### src/rtl/adder_defs_pkg.sv
// Shared constants for the pipelined add/sub datapath: operation encodings
// and default geometry.
package adder_defs;

  localparam logic OP_ADD = 1'b0;
  localparam logic OP_SUB = 1'b1;

  localparam int DEF_WIDTH = 16;
  localparam int DEF_SEG_W = 4;

endpackage

### src/rtl/addsub_segment.sv
// SEG_W-bit ripple-carry segment; also exposes the carry into its MSB so the
// top segment can derive signed overflow.
module addsub_segment
  import adder_defs::*;
#(
  parameter int SEG_W = DEF_SEG_W
) (
  input  logic [SEG_W-1:0] a,
  input  logic [SEG_W-1:0] b,
  input  logic             cin,
  output logic [SEG_W-1:0] sum,
  output logic             cout,
  output logic             c_msb
);

  logic [SEG_W:0] carry;

  assign carry[0] = cin;

  for (genvar i = 0; i < SEG_W; i++) begin : g_bit
    full_adder u_fa (
      .a   (a[i]),
      .b   (b[i]),
      .cin (carry[i]),
      .sum (sum[i]),
      .cout(carry[i+1])
    );
  end

  assign cout  = carry[SEG_W];
  assign c_msb = carry[SEG_W-1];

endmodule

### src/rtl/full_adder.sv
// 1-bit full adder cell, the building block of each ripple segment.
module full_adder (
  input  logic a,
  input  logic b,
  input  logic cin,
  output logic sum,
  output logic cout
);

  assign sum  = a ^ b ^ cin;
  assign cout = (a & b) | (cin & (a ^ b));

endmodule

### src/rtl/pipelined_addsub.sv
// Pipelined two-operand adder/subtractor: one register rank per carry segment
// plus an operand rank, global stall enable, optional saturation on overflow.
module pipelined_addsub
  import adder_defs::*;
#(
  parameter int WIDTH = DEF_WIDTH,
  parameter int SEG_W = DEF_SEG_W,
  parameter bit SAT   = 1'b0
) (
  input  logic             clk,
  input  logic             rst,
  input  logic             in_valid,
  output logic             in_ready,
  input  logic [WIDTH-1:0] in_a,
  input  logic [WIDTH-1:0] in_b,
  input  logic             in_cin,
  input  logic             in_op,
  output logic             out_valid,
  input  logic             out_ready,
  output logic [WIDTH-1:0] out_sum,
  output logic             out_cout,
  output logic             out_ovf
);

  localparam int NUM_SEG = WIDTH / SEG_W;
  localparam logic [WIDTH-1:0] SAT_MAX = {1'b0, {(WIDTH-1){1'b1}}};
  localparam logic [WIDTH-1:0] SAT_MIN = {1'b1, {(WIDTH-1){1'b0}}};

  // Rank 0 holds the (already inverted for sub) operands; rank k+1 holds the
  // result of segment k plus the carry it produced.
  logic                           en;
  logic [NUM_SEG:0]               v_d, v_q;
  logic [NUM_SEG:0]               c_d, c_q;
  logic [NUM_SEG-1:0][WIDTH-1:0]  a_d, a_q;
  logic [NUM_SEG-1:0][WIDTH-1:0]  b_d, b_q;
  logic [NUM_SEG:1][WIDTH-1:0]    s_d, s_q;
  logic                           ovf_d, ovf_q;

  logic [NUM_SEG-1:0][SEG_W-1:0]  seg_sum;
  logic [NUM_SEG-1:0]             seg_cout;
  logic                           top_cmsb;

  assign en = ~v_q[NUM_SEG] | out_ready;

  for (genvar k = 0; k < NUM_SEG; k++) begin : g_seg
    logic c_msb;

    addsub_segment #(.SEG_W(SEG_W)) u_seg (
      .a    (a_q[k][k*SEG_W +: SEG_W]),
      .b    (b_q[k][k*SEG_W +: SEG_W]),
      .cin  (c_q[k]),
      .sum  (seg_sum[k]),
      .cout (seg_cout[k]),
      .c_msb(c_msb)
    );

    if (k == NUM_SEG-1) begin : g_top
      assign top_cmsb = c_msb;
    end else begin : g_mid
      logic cmsb_unused;
      assign cmsb_unused = c_msb;
    end
  end

  // Lower operand bits of the last rank have already been consumed.
  if (NUM_SEG > 1) begin : g_lo_sink
    logic lo_unused;
    assign lo_unused = ^{a_q[NUM_SEG-1][WIDTH-SEG_W-1:0], b_q[NUM_SEG-1][WIDTH-SEG_W-1:0]};
  end

  always_comb begin
    v_d   = {v_q[NUM_SEG-1:0], in_valid};
    c_d   = '0;
    a_d   = a_q;
    b_d   = b_q;
    s_d   = '0;
    ovf_d = 1'b0;

    a_d[0] = in_a;
    b_d[0] = (in_op == OP_SUB) ? ~in_b : in_b;
    c_d[0] = (in_op == OP_SUB) ? 1'b1 : in_cin;

    for (int k = 0; k < NUM_SEG-1; k++) begin
      a_d[k+1] = a_q[k];
      b_d[k+1] = b_q[k];
    end

    for (int k = 1; k < NUM_SEG; k++) begin
      s_d[k+1] = s_q[k];
    end

    for (int k = 0; k < NUM_SEG; k++) begin
      s_d[k+1][k*SEG_W +: SEG_W] = seg_sum[k];
      c_d[k+1]                   = seg_cout[k];
    end

    ovf_d = top_cmsb ^ seg_cout[NUM_SEG-1];
    if (SAT && ovf_d) begin
      s_d[NUM_SEG] = a_q[NUM_SEG-1][WIDTH-1] ? SAT_MIN : SAT_MAX;
    end
  end

  always_ff @(posedge clk) begin
    if (rst) begin
      v_q   <= '0;
      c_q   <= '0;
      a_q   <= '0;
      b_q   <= '0;
      s_q   <= '0;
      ovf_q <= 1'b0;
    end else if (en) begin
      v_q   <= v_d;
      c_q   <= c_d;
      a_q   <= a_d;
      b_q   <= b_d;
      s_q   <= s_d;
      ovf_q <= ovf_d;
    end
  end

  assign in_ready  = en;
  assign out_valid = v_q[NUM_SEG];
  assign out_sum   = s_q[NUM_SEG];
  assign out_cout  = c_q[NUM_SEG];
  assign out_ovf   = ovf_q;

endmodule

### config.mk
export PLATFORM = sky130hd
export DESIGN_NAME = pipelined_addsub
export DESIGN_NICKNAME = d
export VERILOG_FILES = /design/src/rtl/adder_defs_pkg.sv /design/src/rtl/addsub_segment.sv /design/src/rtl/full_adder.sv /design/src/rtl/pipelined_addsub.sv
export SDC_FILE = /design/constraint.sdc
export NUM_CORES = 1
export LEC_CHECK = 0
export CORE_MARGIN = 3
export CORE_UTILIZATION = 55
export DETAILED_ROUTE_END_ITERATION = 7
export PLACE_DENSITY = 0.78
export SLEW_MARGIN = 20
export SYNTH_ARGS = -nofsm -noshare
export SYNTH_HDL_FRONTEND = slang
export SYNTH_SLANG_ARGS = --single-unit
export TNS_END_PERCENT = 100
### constraint.sdc
create_clock -name clk -period 2.85 [get_ports clk]
set_clock_uncertainty 0.2 [all_clocks]
set_input_delay 0.285 -clock clk [delete_from_list [all_inputs] [get_ports clk]]
set_output_delay 0.285 -clock clk [all_outputs]
set_load 0.01 [all_outputs]
After elaboration in Yosys (flattened, before gate mapping)

Cells that the tools add are included.
Widths: inputs -> output; s select.

Bits of input ports: 38
Bits in registers: 179
Output and inout bits: 20
Logic and storage cells: 101

Bitwise operators: 84
Mux-type cells: 2

Operator list:

| operator    | number |
|---|---|
| $xor 1x1->1 | 33 |
| $and 1x1->1 | 32 |
| $or 1x1->1  | 17 |
| $mux 16     | 1 |
| $not 16->16 | 1 |
| $mux 1      | 1 |
| $not 1->1   | 1 |

Depth between registers and ports, before layout

Gate-level depths: netlist (run 1).

Depth in word-level cells: 10
Mapped depth: 10
Depth with buffers taken out: 10

Modules after synthesis

From an unflattened synthesis (run 1), not the netlist that was laid out.

Cells, all modules: 587
Area, all modules: 5079.9 um^2

By module, submodules not included:

| module           | instances | sequential area each (um^2) | area an instance (um^2) | cells each |
|---|---|---|---|---|
| pipelined_addsub | 1         | 2622.5                      | 4759.6                  | 571 |
| full_adder       | 16        | 0.0                         | 20.0                    | 1 |

Least setup slack after synthesis (run 1)

No wires, ideal clock.

Kind: register to register
From: register a_q[60] (netlist name)
To: register s_q (netlist bit out_sum[15])
Period minus slack after synthesis: 2369 ps
Library setup time: 86 ps
Arrival time: 2083 ps
Path slack: 481 ps
Path buffers: 0
Stages on the path, launching flop included: 9
Path through: dfxtp_1 > fa_1 > inv_1 > fa_1 > inv_1 > fa_1 > inv_1 > fa_1 > a211oi_1

Cells in the longest elaborated chain, start to end: 8

Ends and longest elaborated chain:

| item                   | RTL line                | text |
|---|---|---|
| start, declared        | pipelined_addsub.sv:34  | `logic [NUM_SEG-1:0][WIDTH-1:0] a_d, a_q;` |
| start signal, assigned | pipelined_addsub.sv:107 | `a_q <= '0;` |
| start signal, assigned | pipelined_addsub.sv:114 | `a_q <= a_d;` |
| $xor 1x1->1            | full_adder.sv:11        | `assign cout = (a & b) \| (cin & (a ^ b));` |
| $and 1x1->1            | full_adder.sv:11        |  |
| $or 1x1->1 *           | full_adder.sv:11        |  |
| $and 1x1->1 *          | full_adder.sv:11        |  |
| $or 1x1->1 *           | full_adder.sv:11        |  |
| $and 1x1->1 *          | full_adder.sv:11        |  |
| $or 1x1->1 *           | full_adder.sv:11        |  |
| $xor 1x1->1 *          | full_adder.sv:10        | `assign sum = a ^ b ^ cin;` |
| end signal, assigned   | pipelined_addsub.sv:109 | `s_q <= '0;` |
| end signal, assigned   | pipelined_addsub.sv:116 | `s_q <= s_d;` |
| end, declared          | pipelined_addsub.sv:36  | `logic [NUM_SEG:1][WIDTH-1:0] s_d, s_q;` |

Every way passes the cells marked *; elsewhere a longest branch is shown, timed or not.
A chain may end at the register's enable or synchronous reset.

Worst setup path in the final report (run 1)

From: register a_q[60] (netlist name)
To: register ovf_q (netlist: out_ovf)

Cells in the longest elaborated chain, start to end: 10

Ends and longest elaborated chain:

| item                 | RTL line                | text |
|---|---|---|
| $xor 1x1->1          | full_adder.sv:11        |  |
| $and 1x1->1          | full_adder.sv:11        |  |
| $or 1x1->1 *         | full_adder.sv:11        |  |
| $and 1x1->1 *        | full_adder.sv:11        |  |
| $or 1x1->1 *         | full_adder.sv:11        |  |
| $and 1x1->1 *        | full_adder.sv:11        |  |
| $or 1x1->1 *         | full_adder.sv:11        |  |
| $and 1x1->1          | full_adder.sv:11        |  |
| $or 1x1->1           | full_adder.sv:11        |  |
| $xor 1x1->1 *        | pipelined_addsub.sv:97  | `ovf_d = top_cmsb ^ seg_cout[NUM_SEG-1];` |
| end signal, assigned | pipelined_addsub.sv:117 | `ovf_q <= ovf_d;` |
| end, declared        | pipelined_addsub.sv:37  | `logic ovf_d, ovf_q;` |

Marked as above.

==> results.py, run 1 <==
metrics = {
    "power_and_ir_drop": {
        "p_per_area_mw_per_mm2": 711.6,
        "p_seq_share_pct": 43.8,
        "combPwrFrac_pct": 6.2,
        "p_sw_share_pct": 22.33,
        "switchingPower_w": 0.001005,
        "peakVddDrop_mv": 0.4985,
        "finalPower_w": 0.004500,
        "internal_power_w": 0.003495,
        "clkPwrFrac_pct": 50.0,
        "power_leakage_nw": 2.381,
    },
    "setup_path": {
        "crit_top_cell": "fa_1",
        "slowest_delay_ps": 470,
        "worstSetupPathType": "reg -> reg",
        "cp_cell_sequence": "fa_1 -> inv_1 -> fa_1 -> inv_1 -> fa_1 -> inv_1 -> fa_1 -> xnor2_1 -> nand2_1 -> a21oi_1",
        "r2r_start": "a_q[60]$_SDFFE_PP0P_",
        "worst-path-buf-inv": 3,
        "crit_fanout": 2,
        "startpoint_type": "register",
        "end_kind": "register",
        "critical_path_required_ps": 3100,
        "cp-startpoint": "a_q[60]$_SDFFE_PP0P_",
        "slowest_stage": "fa_1",
        "arrival_ps": 2770,
        "path_delay_family": "adder cells",
    },
    "floorplanning": {
        "io_pins": 58,
        "die_h_um": 102.7,
        "die_width_um": 102.7,
        "core_region_area_sq_mm": 0.008891,
        "rows": 34,
        "die_area_sq_mm": 0.01056,
        "start_util_pct": 57.89,
    },
    "clock_tree": {
        "insertion_delay_ps": 520,
        "cts.sinks": 131,
        "clk_pin_slew_ps": 60,
        "cts-htree-levels": 4,
        "cts_resized": 0,
        "cts-root-buf": "clkbuf_8",
        "clock_path_buffers": 2,
        "postCtsHoldBufs": 0,
        "cts_tree": "built",
        "post-cts-setup-buffers": 0,
        "tritoncts.num_buffers": 17,
    },
    "flow_run": {
        "max-cap-violations": 0,
    },
    "place": {
        "portBuffers": 57,
        "dp.cells": 730,
        "dp_hpwl_um": 6285,
        "gp_congestion": 0.7522,
    },
    "timing": {
        "max_slew_margin_pct": 57.14,
        "fmax_ghz": 0.3957,
        "fin_hold_ws_ps": 92.43,
        "tightest_slew_ps": 642.9,
        "rsz0062_at_grt": "no",
        "period_needed_ps": 2527,
        "slew_violations": 0,
        "hold_violations": 0,
        "tns_ps": 0,
        "setup_viol_count_final": 0,
        "finalCritPeriodShare_pct": 88.66,
    },
    "drt": {
        "vias": 3963,
        "dr.pass1.iters": 4,
        "drtIter0Drc": 183,
        "wl_um": 10020,
        "wire_per_inst_um": 13.15,
        "viasPerCell": 5.201,
        "drtAntennaViolNets": 0,
        "drc_errors": 0,
    },
    "finish": {
        "area_growth_pct": 22.85,
        "nNetsFinal": 695,
        "drive_above_1_share_pct": 9.327,
        "final_cell_count_no_fill": 762,
        "antenna_cells": 0,
    },
    "logic_synthesis": {
        "synth_warnings": 0,
        "seq_area_frac_synth_pct": 50.95,
        "synthCells": 602,
        "avgSynthCellArea_sq_um": 8.551,
        "synth_seq_cells": 131,
        "synth_area_sq_mm": 0.005147,
        "yosysUniqueCellTypes": 18,
        "syn_nets": 656,
    },
    "worst_hold_path": {
        "min_path_type": "in -> reg",
        "hold_start": "rst",
    },
    "global_route": {
        "grt_remaining_overflow": 0,
        "grt_pass1_wl_um": 16630,
        "grt_max_degree": 109,
        "grt_pass1_vias": 3770,
        "gr-usage-all-layers_pct": 20.17,
        "antenna_found_initial": 0,
    },
    "run_status": {
        "status": "completed",
    },
}
flip-flops by register name, summed over array words and instances (netlist names):
register	cells
b_q	4
c_q	5
b_d	36
a_q	4
s_d	24
out_ovf	1
out_sum	16
a_d	36
v_q	5
synth_stat cells:
| cell type | n | share of area, % |
|---|---|---|
| nand2_1 | 202 | 15 |
| dfxtp_1 | 131 | 51 |
| a21oi_1 | 101 | 9.8 |
| nor2_1 | 30 | 2.2 |
| inv_1 | 28 | 2.0 |
| a211oi_2 | 18 | 4.4 |
| fa_1 | 16 | 6.2 |
| clkbuf_1 | 15 | 1.1 |
| xnor2_1 | 15 | 2.6 |
| buf_2 | 13 | 1.3 |
| a211oi_1 | 11 | 1.6 |
| buf_4 | 7 | 1.0 |
| buf_1 | 6 | 0.44 |
| buf_6 | 4 | 0.87 |
| xor2_1 | 2 | 0.34 |
| inv_4 | 1 | 0.12 |
| nor2b_4 | 1 | 0.27 |
| nor3_1 | 1 | 0.097 |
worst reg2reg max path: stages (launching register included):
cell	delay, ps
dfxtp_1	360
fa_1	190
inv_1	60
fa_1	410
inv_1	80
fa_1	210
inv_1	80
fa_1	470
xnor2_1	180
nand2_1	70
a21oi_1	150
cells in the final DEF, fill, tap and decap left out, types with 3 or more instances in the layout:
cell type and n:
nand2_1 202, buf_12 3, a211oi_1 11, inv_1 28
xnor2_1 15, dfxtp_1 131, clkinv_2 3, a211oi_2 18
clkbuf_16 16, clkdlybuf4s50_1 56, buf_4 6, inv_6 4
bufinv_16 4, a21oi_1 101, fa_1 16, nor2_1 30
cell families after synthesis:
family	count (synthesis)	share of synthesized area (%)
adder cells (fa/ha/maj)	16	6.223
buffers and inverters	74	6.854
flip-flops	131	50.95
AND/OR/NAND/NOR	234	17.28
XOR/XNOR	17	2.893
AO/OA/AOI/OAI	130	15.80
worst paths after layout:
| check | endpoint | slack (ps) | cells after the start |
|---|---|---|---|
| setup / recovery | out_ovf$_SDFFE_PP0P_ | 320 | 10 |
| hold / removal | s_d[50]$_SDFFE_PP0P_ | 90 | 2 |
| setup reg to reg | out_ovf$_SDFFE_PP0P_ | 320 | 10 |
| hold reg to reg | b_d[61]$_SDFFE_PP0P_ | 250 | 2 |
cell type report:
cell class | count | area (sq um)
timing repair buffer | 65 | 665.6
clock inverter | 15 | 202.7
inverter | 29 | 111.4
clock buffer | 17 | 414.1
tap | 108 | 135.1
fill | 680 | 2567
sequential | 131 | 2623
multi-input combinational | 397 | 2172
metal layers:
metal | GRT usage, % | share of wire [%] | up-vias
met5 | 0 | 0 | -
met4 | 6.972 | 2.3 | 0
met3 | 6.901 | 3.6 | 22
met2 | 35.20 | 52 | 64
met1 | 23.10 | 42 | 1881
li1 | - | - | 1996
power by group through the flow:
stage	clock network, W	registers (W)	logic [W]
global placement	0	0.00201	0.000270
CTS	0.00228	0.00197	0.000282
finish	0.00225	0.00197	0.000278
floorplan	0	0.00200	0.000176
global route	0.00236	0.00198	0.000311
detailed placement	0	0.00201	0.000279
per-stage QoR:
step	utilization, %	setup slack, ps	cell area [sq um]
finish	71.12	323.1	6324
global route	71.12	93.75	6324
CTS	71.12	297.1	6324
detailed placement	64.19	330.8	5707
global placement	64.19	434.7	5707
floorplan	-	480.8	5147
Power figures use the tool's default switching activity.
==> run 2, diff against run 1 <==
CORE_ASPECT_RATIO = 0.7   (was default)
HOLD_SLACK_MARGIN = 0.12   (was default)
==> run 2 against run 1 <==
- die area grew 0.18%
- critical path depth did not move
- design area down 1.8%
- maximum frequency grew 0.68%
- clock power is 17% lower
- setup slack improved by 17 ps
- sequential cell count unchanged
- first-iteration DRC count is 32% higher
- critical path type unchanged
==> results.py, run 2 (synthesis results as in run 1) <==
metrics = {
    "clock_tree": {
        "cts-root-buf": "clkbuf_16",
        "post-cts-setup-buffers": 0,
        "cts_resized": 0,
        "cts.sinks": 131,
        "cts_tree": "built",
        "clk_pin_slew_ps": 50,
        "insertion_delay_ps": 410,
        "tritoncts.num_buffers": 17,
        "clock_path_buffers": 2,
        "postCtsHoldBufs": 0,
        "cts-htree-levels": 4,
    },
    "timing": {
        "setup_viol_count_final": 0,
        "finalCritPeriodShare_pct": 88.06,
        "tns_ps": 0,
        "hold_violations": 0,
        "period_needed_ps": 2510,
        "rsz0062_at_grt": "no",
        "slew_violations": 0,
        "fin_hold_ws_ps": 162.8,
        "tightest_slew_ps": 583.1,
        "fmax_ghz": 0.3984,
        "worst_slack_ps": 340.2,
        "max_slew_margin_pct": 61.12,
    },
    "drt": {
        "drc_errors": 0,
        "viasPerCell": 5.014,
        "wire_per_inst_um": 12.40,
        "wl_um": 9557,
        "drtIter0Drc": 242,
        "drtAntennaViolNets": 0,
        "dr.pass1.iters": 6,
        "vias": 3866,
    },
    "power_and_ir_drop": {
        "power_leakage_nw": 2.331,
        "peakVddDrop_mv": 0.4532,
        "p_per_area_mw_per_mm2": 662.5,
    },
    "global_route": {
        "gr-usage-all-layers_pct": 19.80,
        "grt_pass1_wl_um": 16660,
        "grt.met1_usage_pct": 22.93,
        "grt_remaining_overflow": 0,
        "grt_use_met3_pct": 6.623,
        "grt_pass1_vias": 3833,
        "grt_busiest_layer": "met2",
        "antenna_found_initial": 0,
        "grtUsageMet2_pct": 34.24,
        "grt_max_degree": 107,
    },
    "setup_path": {
        "cp-startpoint": "a_q[60]$_SDFFE_PP0P_",
        "arrival_ps": 2640,
        "worstRegToRegCells": 10,
        "reg2reg_to": "out_ovf$_SDFFE_PP0P_",
        "crit_top_cell": "fa_1",
        "endpoint": "out_ovf$_SDFFE_PP0P_",
        "critical_path_required_ps": 2980,
        "slowest_delay_ps": 470,
        "worstSetupPathType": "reg -> reg",
        "startpoint_type": "register",
        "end_kind": "register",
        "crit_fanout": 2,
        "r2r_start": "a_q[60]$_SDFFE_PP0P_",
        "cp_cell_sequence": "fa_1 -> inv_1 -> fa_1 -> inv_1 -> fa_1 -> inv_1 -> fa_1 -> xnor2_1 -> nand2_1 -> a21oi_1",
        "ff2ff_setup_slack_ps": 340,
        "slowest_stage": "fa_1",
    },
    "flow_run": {
        "max-cap-violations": 0,
    },
    "place": {
        "place_ws_ps": 332.7,
        "gp_congestion": 0.7353,
        "placed_cell_area_sq_mm": 0.005694,
        "dp_hpwl_um": 5988,
        "portBuffers": 57,
    },
    "floorplanning": {
        "die_area_sq_mm": 0.01057,
        "core_region_area_sq_mm": 0.008758,
        "start_util_pct": 58.77,
        "io_pins": 58,
        "die_h_um": 86.94,
        "die_width_um": 121.6,
        "rows": 28,
    },
    "finish": {
        "nNetsFinal": 693,
        "final_cell_mix": "nand2_1, dfxtp_1, a21oi_1, clkdlybuf4s50_1, nor2_1",
        "drive_above_1_share_pct": 8.141,
        "layout_commonest_cell": "nand2_1",
        "design_area_sq_mm": 0.006210,
        "area_growth_pct": 20.64,
        "antenna_cells": 0,
        "fin_util_pct": 70.90,
    },
    "worst_hold_path": {
        "min_path_type": "in -> reg",
    },
    "run_status": {
        "status": "completed",
    },
}
run 2: cell count changes in the layout (fill, tap and decap cells not counted), sizes merged:
cell | previous run | this run
buf | 9 | 7
inv | 33 | 29
clkinvlp | 2 | 0
bufinv | 4 | 0
clkbuf | 17 | 25
clkinv | 5 | 6
run 2: cell type report:
class                      count  area [sq um]
clock inverter                 6         30.03
clock buffer                  25         485.5
timing repair buffer          63         638.1
inverter                      29         111.4
fill                         705          2549
multi-input combinational    397          2172
sequential                   131          2623
tap                          120         150.1
run 2: worst min-delay path by stage:
| stage | to | from | slack, ps | cells past startpoint |
|---|---|---|---|---|
| after floorplan | a_d[16]$_SDFFE_PP0P_ | in_a[0] | 230 | 2 |
| after global placement | a_d[30]$_SDFFE_PP0P_ | a_d[30]$_SDFFE_PP0P_ | 240 | 2 |
| after detailed placement | b_q[63]$_SDFFE_PP0P_ | b_q[63]$_SDFFE_PP0P_ | 240 | 2 |
| after CTS | out_sum[14]$_SDFFE_PP0P_ | rst | 160 | 2 |
| after global routing | a_d[44]$_SDFFE_PP0P_ | rst | 190 | 2 |
| final | out_sum[8]$_SDFFE_PP0P_ | rst | 160 | 2 |
run 2: layer usage:
layer | routed length [um] | vias up
li1 | - | 1989
met1 | 4288 | 1815
met2 | 4857 | 53
met3 | 331 | 9
met4 | 80 | 0
met5 | 0 | -
run 2: report_power, final:
group          switching, W  total, W  internal [W]
Combinational      0.000131  0.000271      0.000140
Sequential        0.0000470   0.00197       0.00193
Clock              0.000706   0.00187       0.00116
run 2: metrics by stage:
stage,cells,total power [W]
after floorplan,602,0.002177
after global placement,740,0.002271
after detailed placement,740,0.002282
after CTS,771,0.004151
after global routing,771,0.004285
final,771,0.004114
run 2: critical path: cells and delay by family, from the launching register on:
family,cells,cell delay [ps]
compound gates,1,170
simple gates,1,60
flops,1,360
buf+inv,3,200
xor+xnor,1,170
fa+ha+maj,4,1260
==> run 3, diff against run 2 <==
CELL_PAD_IN_SITES_DETAIL_PLACEMENT = 1   (was default)
CELL_PAD_IN_SITES_GLOBAL_PLACEMENT = 1   (was default)
CORE_UTILIZATION = 42   (was 55)
PLACE_DENSITY = default   (was 0.78)
PLACE_DENSITY_LB_ADDON = 0.1   (was default)
==> run 3 against run 2 <==
- non-clock buffer count up 1
- power grew 13%
- sequential share of layout area fell by 1.3 points
- combinational power rose by 4%
- design area rose by 3.3%
- clock-buffer cell count shrank 3
- critical path depth unchanged
- hold slack lost 3.2 ps
- critical path type unchanged
==> results.py, run 3 (synthesis results as in run 1) <==
metrics = {
    "power_and_ir_drop": {
        "p_seq_share_pct": 42.5,
        "combPwrFrac_pct": 6.1,
        "power_leakage_nw": 2.396,
        "clkPwrFrac_pct": 51.5,
        "internal_power_w": 0.003683,
        "switchingPower_w": 0.0009670,
        "peakVddDrop_mv": 0.4224,
        "p_per_area_mw_per_mm2": 725.2,
        "p_sw_share_pct": 20.79,
    },
    "setup_path": {
        "arrival_ps": 2690,
        "r2r_start": "a_q[60]$_SDFFE_PP0P_",
        "crit_fanout": 2,
        "slowest_delay_ps": 480,
        "worstSetupPathType": "reg -> reg",
        "cp-startpoint": "a_q[60]$_SDFFE_PP0P_",
        "startpoint_type": "register",
        "worst-path-buf-inv": 3,
        "cp_cell_sequence": "fa_1 -> inv_1 -> fa_1 -> inv_1 -> fa_1 -> inv_1 -> fa_1 -> xnor2_1 -> nand2_1 -> a21oi_1",
        "end_kind": "register",
        "path_delay_family": "adder cells",
        "slowest_stage": "fa_1",
        "critical_path_required_ps": 3000,
        "crit_top_cell": "fa_1",
    },
    "place": {
        "dp_hpwl_um": 7205,
        "gp_congestion": 0.7200,
        "dp.cells": 778,
        "place_ws_ps": 333.5,
        "portBuffers": 57,
    },
    "drt": {
        "wire_per_inst_um": 14.51,
        "viasPerCell": 4.972,
        "drtAntennaViolNets": 0,
        "drtIter0Drc": 135,
        "wl_um": 11750,
        "vias": 4027,
        "drc_errors": 0,
        "dr.pass1.iters": 4,
    },
    "timing": {
        "tightest_slew_ps": 726.5,
        "max_slew_margin_pct": 51.41,
        "fin_hold_ws_ps": 159.7,
        "finalCritPeriodShare_pct": 89.11,
        "hold_violations": 0,
        "rsz0062_at_grt": "no",
        "fmax_ghz": 0.3937,
        "tns_ps": 0,
        "slew_violations": 0,
        "worst_slack_ps": 310.3,
        "period_needed_ps": 2540,
        "setup_viol_count_final": 0,
    },
    "finish": {
        "area_growth_pct": 24.57,
        "layout_commonest_cell": "nand2_1",
        "nNetsFinal": 694,
        "num-fill-cells": 1377,
        "antenna_cells": 0,
        "drive_above_1_share_pct": 8.882,
        "final_cell_count_no_fill": 810,
        "final_cell_mix": "nand2_1, dfxtp_1, a21oi_1, clkdlybuf4s50_1, nor2_1",
    },
    "flow_run": {
        "max-cap-violations": 0,
    },
    "global_route": {
        "gr-usage-all-layers_pct": 17.97,
        "grt_remaining_overflow": 0,
        "grt_max_degree": 109,
        "antenna_found_initial": 0,
        "grt_pass1_wl_um": 19870,
        "grt_pass1_vias": 4264,
    },
    "clock_tree": {
        "post-cts-setup-buffers": 0,
        "cts.sinks": 131,
        "cts_tree": "built",
        "cts-htree-levels": 4,
        "insertion_delay_ps": 410,
        "clk_pin_slew_ps": 60,
        "postCtsHoldBufs": 0,
        "clock_path_buffers": 2,
        "cts_resized": 0,
        "tritoncts.num_buffers": 17,
        "cts-root-buf": "clkbuf_16",
    },
    "floorplanning": {
        "io_pins": 58,
        "rows": 33,
        "die_area_sq_mm": 0.01364,
        "start_util_pct": 43.44,
        "die_h_um": 98.63,
        "die_width_um": 138.3,
        "core_region_area_sq_mm": 0.01185,
    },
    "run_status": {
        "status": "completed",
    },
    "worst_hold_path": {
        "min_path_type": "in -> reg",
        "hold_start": "rst",
    },
}
## run 3: cell count changes in the layout (fill, tap and decap cells not counted)
cell | previous run | this run
buf_12 | 2 | 3
bufinv_16 | 0 | 5
clkbuf_1 | 5 | 2
clkinv_2 | 6 | 4
clkinvlp_4 | 0 | 1
## run 3: worst register-to-register path, cell delays in order, from the launching register on
cell and delay (ps):
dfxtp_1 360, fa_1 180, inv_1 50, fa_1 410, inv_1 80, fa_1 230, inv_1 80, fa_1 480
xnor2_1 200, nand2_1 70, a21oi_1 140
## run 3: final timing paths
| path | cells after the start | endpoint | slack (ps) |
|---|---|---|---|
| setup reg to reg | 10 | out_ovf$_SDFFE_PP0P_ | 310 |
| hold reg to reg | 2 | v_q[3]$_SDFFE_PP0P_ | 250 |
| hold / removal | 2 | v_q[4]$_SDFFE_PP0P_ | 160 |
| setup / recovery | 10 | out_ovf$_SDFFE_PP0P_ | 310 |
## run 3: area by class of cell
type                    instances  area, sq um  area share [%]
flip-flops and latches        131         2623           40.90
multi-input cells             397         2172           33.87
repair buffers                 64        658.1           10.26
clock buffers                  22        474.2           7.395
well taps                     157        196.4           3.063
clock inverters                10        177.7           2.771
inverters                      29        111.4           1.737
## run 3: power by group through the flow
stage	sequential, W	clock (W)	combinational (W)
after floorplan	0.00200	0	0.000176
after CTS	0.00198	0.00245	0.000289
after detailed placement	0.00201	0	0.000285
final	0.00197	0.00239	0.000282
after global placement	0.00201	0	0.000275
after global routing	0.00198	0.00254	0.000317
## run 3: per-stage QoR
step | power, W | cell area [sq um] | utilization, %
after floorplan | 0.002177 | 5147 | -
after global placement | 0.002283 | 5761 | 48.61
after detailed placement | 0.002298 | 5761 | 48.61
after CTS | 0.004717 | 6412 | 54.11
after global routing | 0.004840 | 6412 | 54.11
final | 0.004650 | 6412 | 54.11
## run 3: metal layers
layer / part of all wire (%) / vias up / track usage (%)
met4: 1.7 / 0 / 7.745
li1: - / 2001 / -
met1: 42 / 1971 / 20.12
met3: 2.7 / 14 / 4.462
met2: 53 / 41 / 32.76
met5: 0 / - / 0
==> patch, RTL diff (settings of run 2) <==
Set the parameter `SAT` to 1'b1 (it was 1'b0).
--- a/src/rtl/pipelined_addsub.sv
+++ b/src/rtl/pipelined_addsub.sv
@@ -6,5 +6,5 @@
   parameter int WIDTH = DEF_WIDTH,
   parameter int SEG_W = DEF_SEG_W,
-  parameter bit SAT   = 1'b0
+  parameter bit SAT   = 1'b1
 ) (
   input  logic             clk,
Check against the original RTL: not equivalent (Yosys sat finds a counterexample within 10 cycles, from zero or initial values and one cycle with rst high).
==> patch against run 2 <==
Sequential share of layout area decreased by 0.74 points; total power increased by 3.3%; synthesized area increased by 1.7%; sequential cell count unchanged; worst setup slack got worse by 0.29 ns; cell area increased by 1.9%; global-route usage decreased by 0.49 points; wire length increased by 4.0%; highest routed layer unchanged.
==> patch: results (changes against run 2) <==
[global_route]
grtUsageMet1 = 0.238  ; +0.00865
grt_pass1_vias = 3725  ; -2.8%
grt_pass1_wl_um = 16300  ; -2.2%
grt_max_degree = 63  ; -41%
grt.total_usage = 0.193  ; -0.00489
grt_use_met2 = 0.326  ; -0.0163

[finish]
nets = 681  ; -1.7%
multi_input_area_mm2 = 0.00223  ; +2.6%
fill_cells = 724  ; +2.7%
n_clock_buffer = 26  ; +4.0%
seq_area_mm2 = 0.00263  ; +0.14%
drive_gt1_frac = 0.0972  ; +0.0158
clkCellAreaFrac = 0.0868  ; +0.00376

[detailed_routing]
dr.pass1.iters = 4  ; -2
post_drt_wl_per_cell_um = 13.0  ; +5.3%
wl_met2_um = 4660  ; -4.1%
wl_met1_um = 4730  ; +10%
route.met3.wl_um = 441  ; +33%
via_per_inst = 5.09  ; +1.6%

[worst_setup_path]
crit_top_cell = fa_2
r2r_end = out_sum[0]
r2r_cells = 9  ; -1
r2r_setup_slack_ns = 0.05  ; -0.29 ns

[logic_synthesis]
yosys-top-cells-area = dfxtp_1 (50%), nand2_1 (12%), a21oi_1 (8.3%)
ys_types = 26  ; +8
synth_top_area_share = 0.501  ; -0.00864
synth_commonest_cells = nand2_1 (174), dfxtp_1 (131), a21oi_1 (87)
syn_nets = 655  ; -0.15%
synth.yosys.seq_area_share = 0.501  ; -0.00864
syn_area_mm2 = 0.00524  ; +1.7%

[placed_design]
pre_cts_ws_ns = -0.0611  ; -0.394 ns
placed_area_mm2 = 0.00570  ; about the same
gp_congestion = 0.764  ; +3.9%

[sta]
fin_crit_sh = 0.981  ; +0.101

[hold_path]
min_to = a_d[20]

[pwr]
switching_share = 0.212  ; -0.00277
ir_worst_vdd_mv = 0.498  ; +9.8%

[outcome]
status = completed

==> patch: cell types whose count changed in the layout (fill, tap and decap cells not counted), sizes merged, moves of 2 or more <==
cell	before	now
a21oi	101	87
nand3	0	3
o221a	0	12
or4	0	3
nand2	202	175
buf	7	12
nand3b	0	3
clkinv	6	4
==> patch: power groups by stage <==
stage	registers, mW	logic [mW]	clock network (mW)
6_report	1.98	0.270	2.00
5_1_grt	1.99	0.305	2.12
4_1_cts	1.98	0.270	2.03
3_5_place_dp	2.01	0.265	0
3_3_place_gp	2.01	0.259	0
2_1_floorplan	2.00	0.177	0
==> patch: cell families (layout without fill, tap and decap cells) <==
group,Yosys count,in the layout,share of synthesized area
AND/OR/NAND/NOR,216,216,0.164
flip-flops,131,131,0.501
AO/OA/AOI/OAI,128,128,0.151
buffers and inverters,90,128,0.0884
XOR/XNOR,18,18,0.0301
adder cells (fa/ha/maj),17,17,0.0650
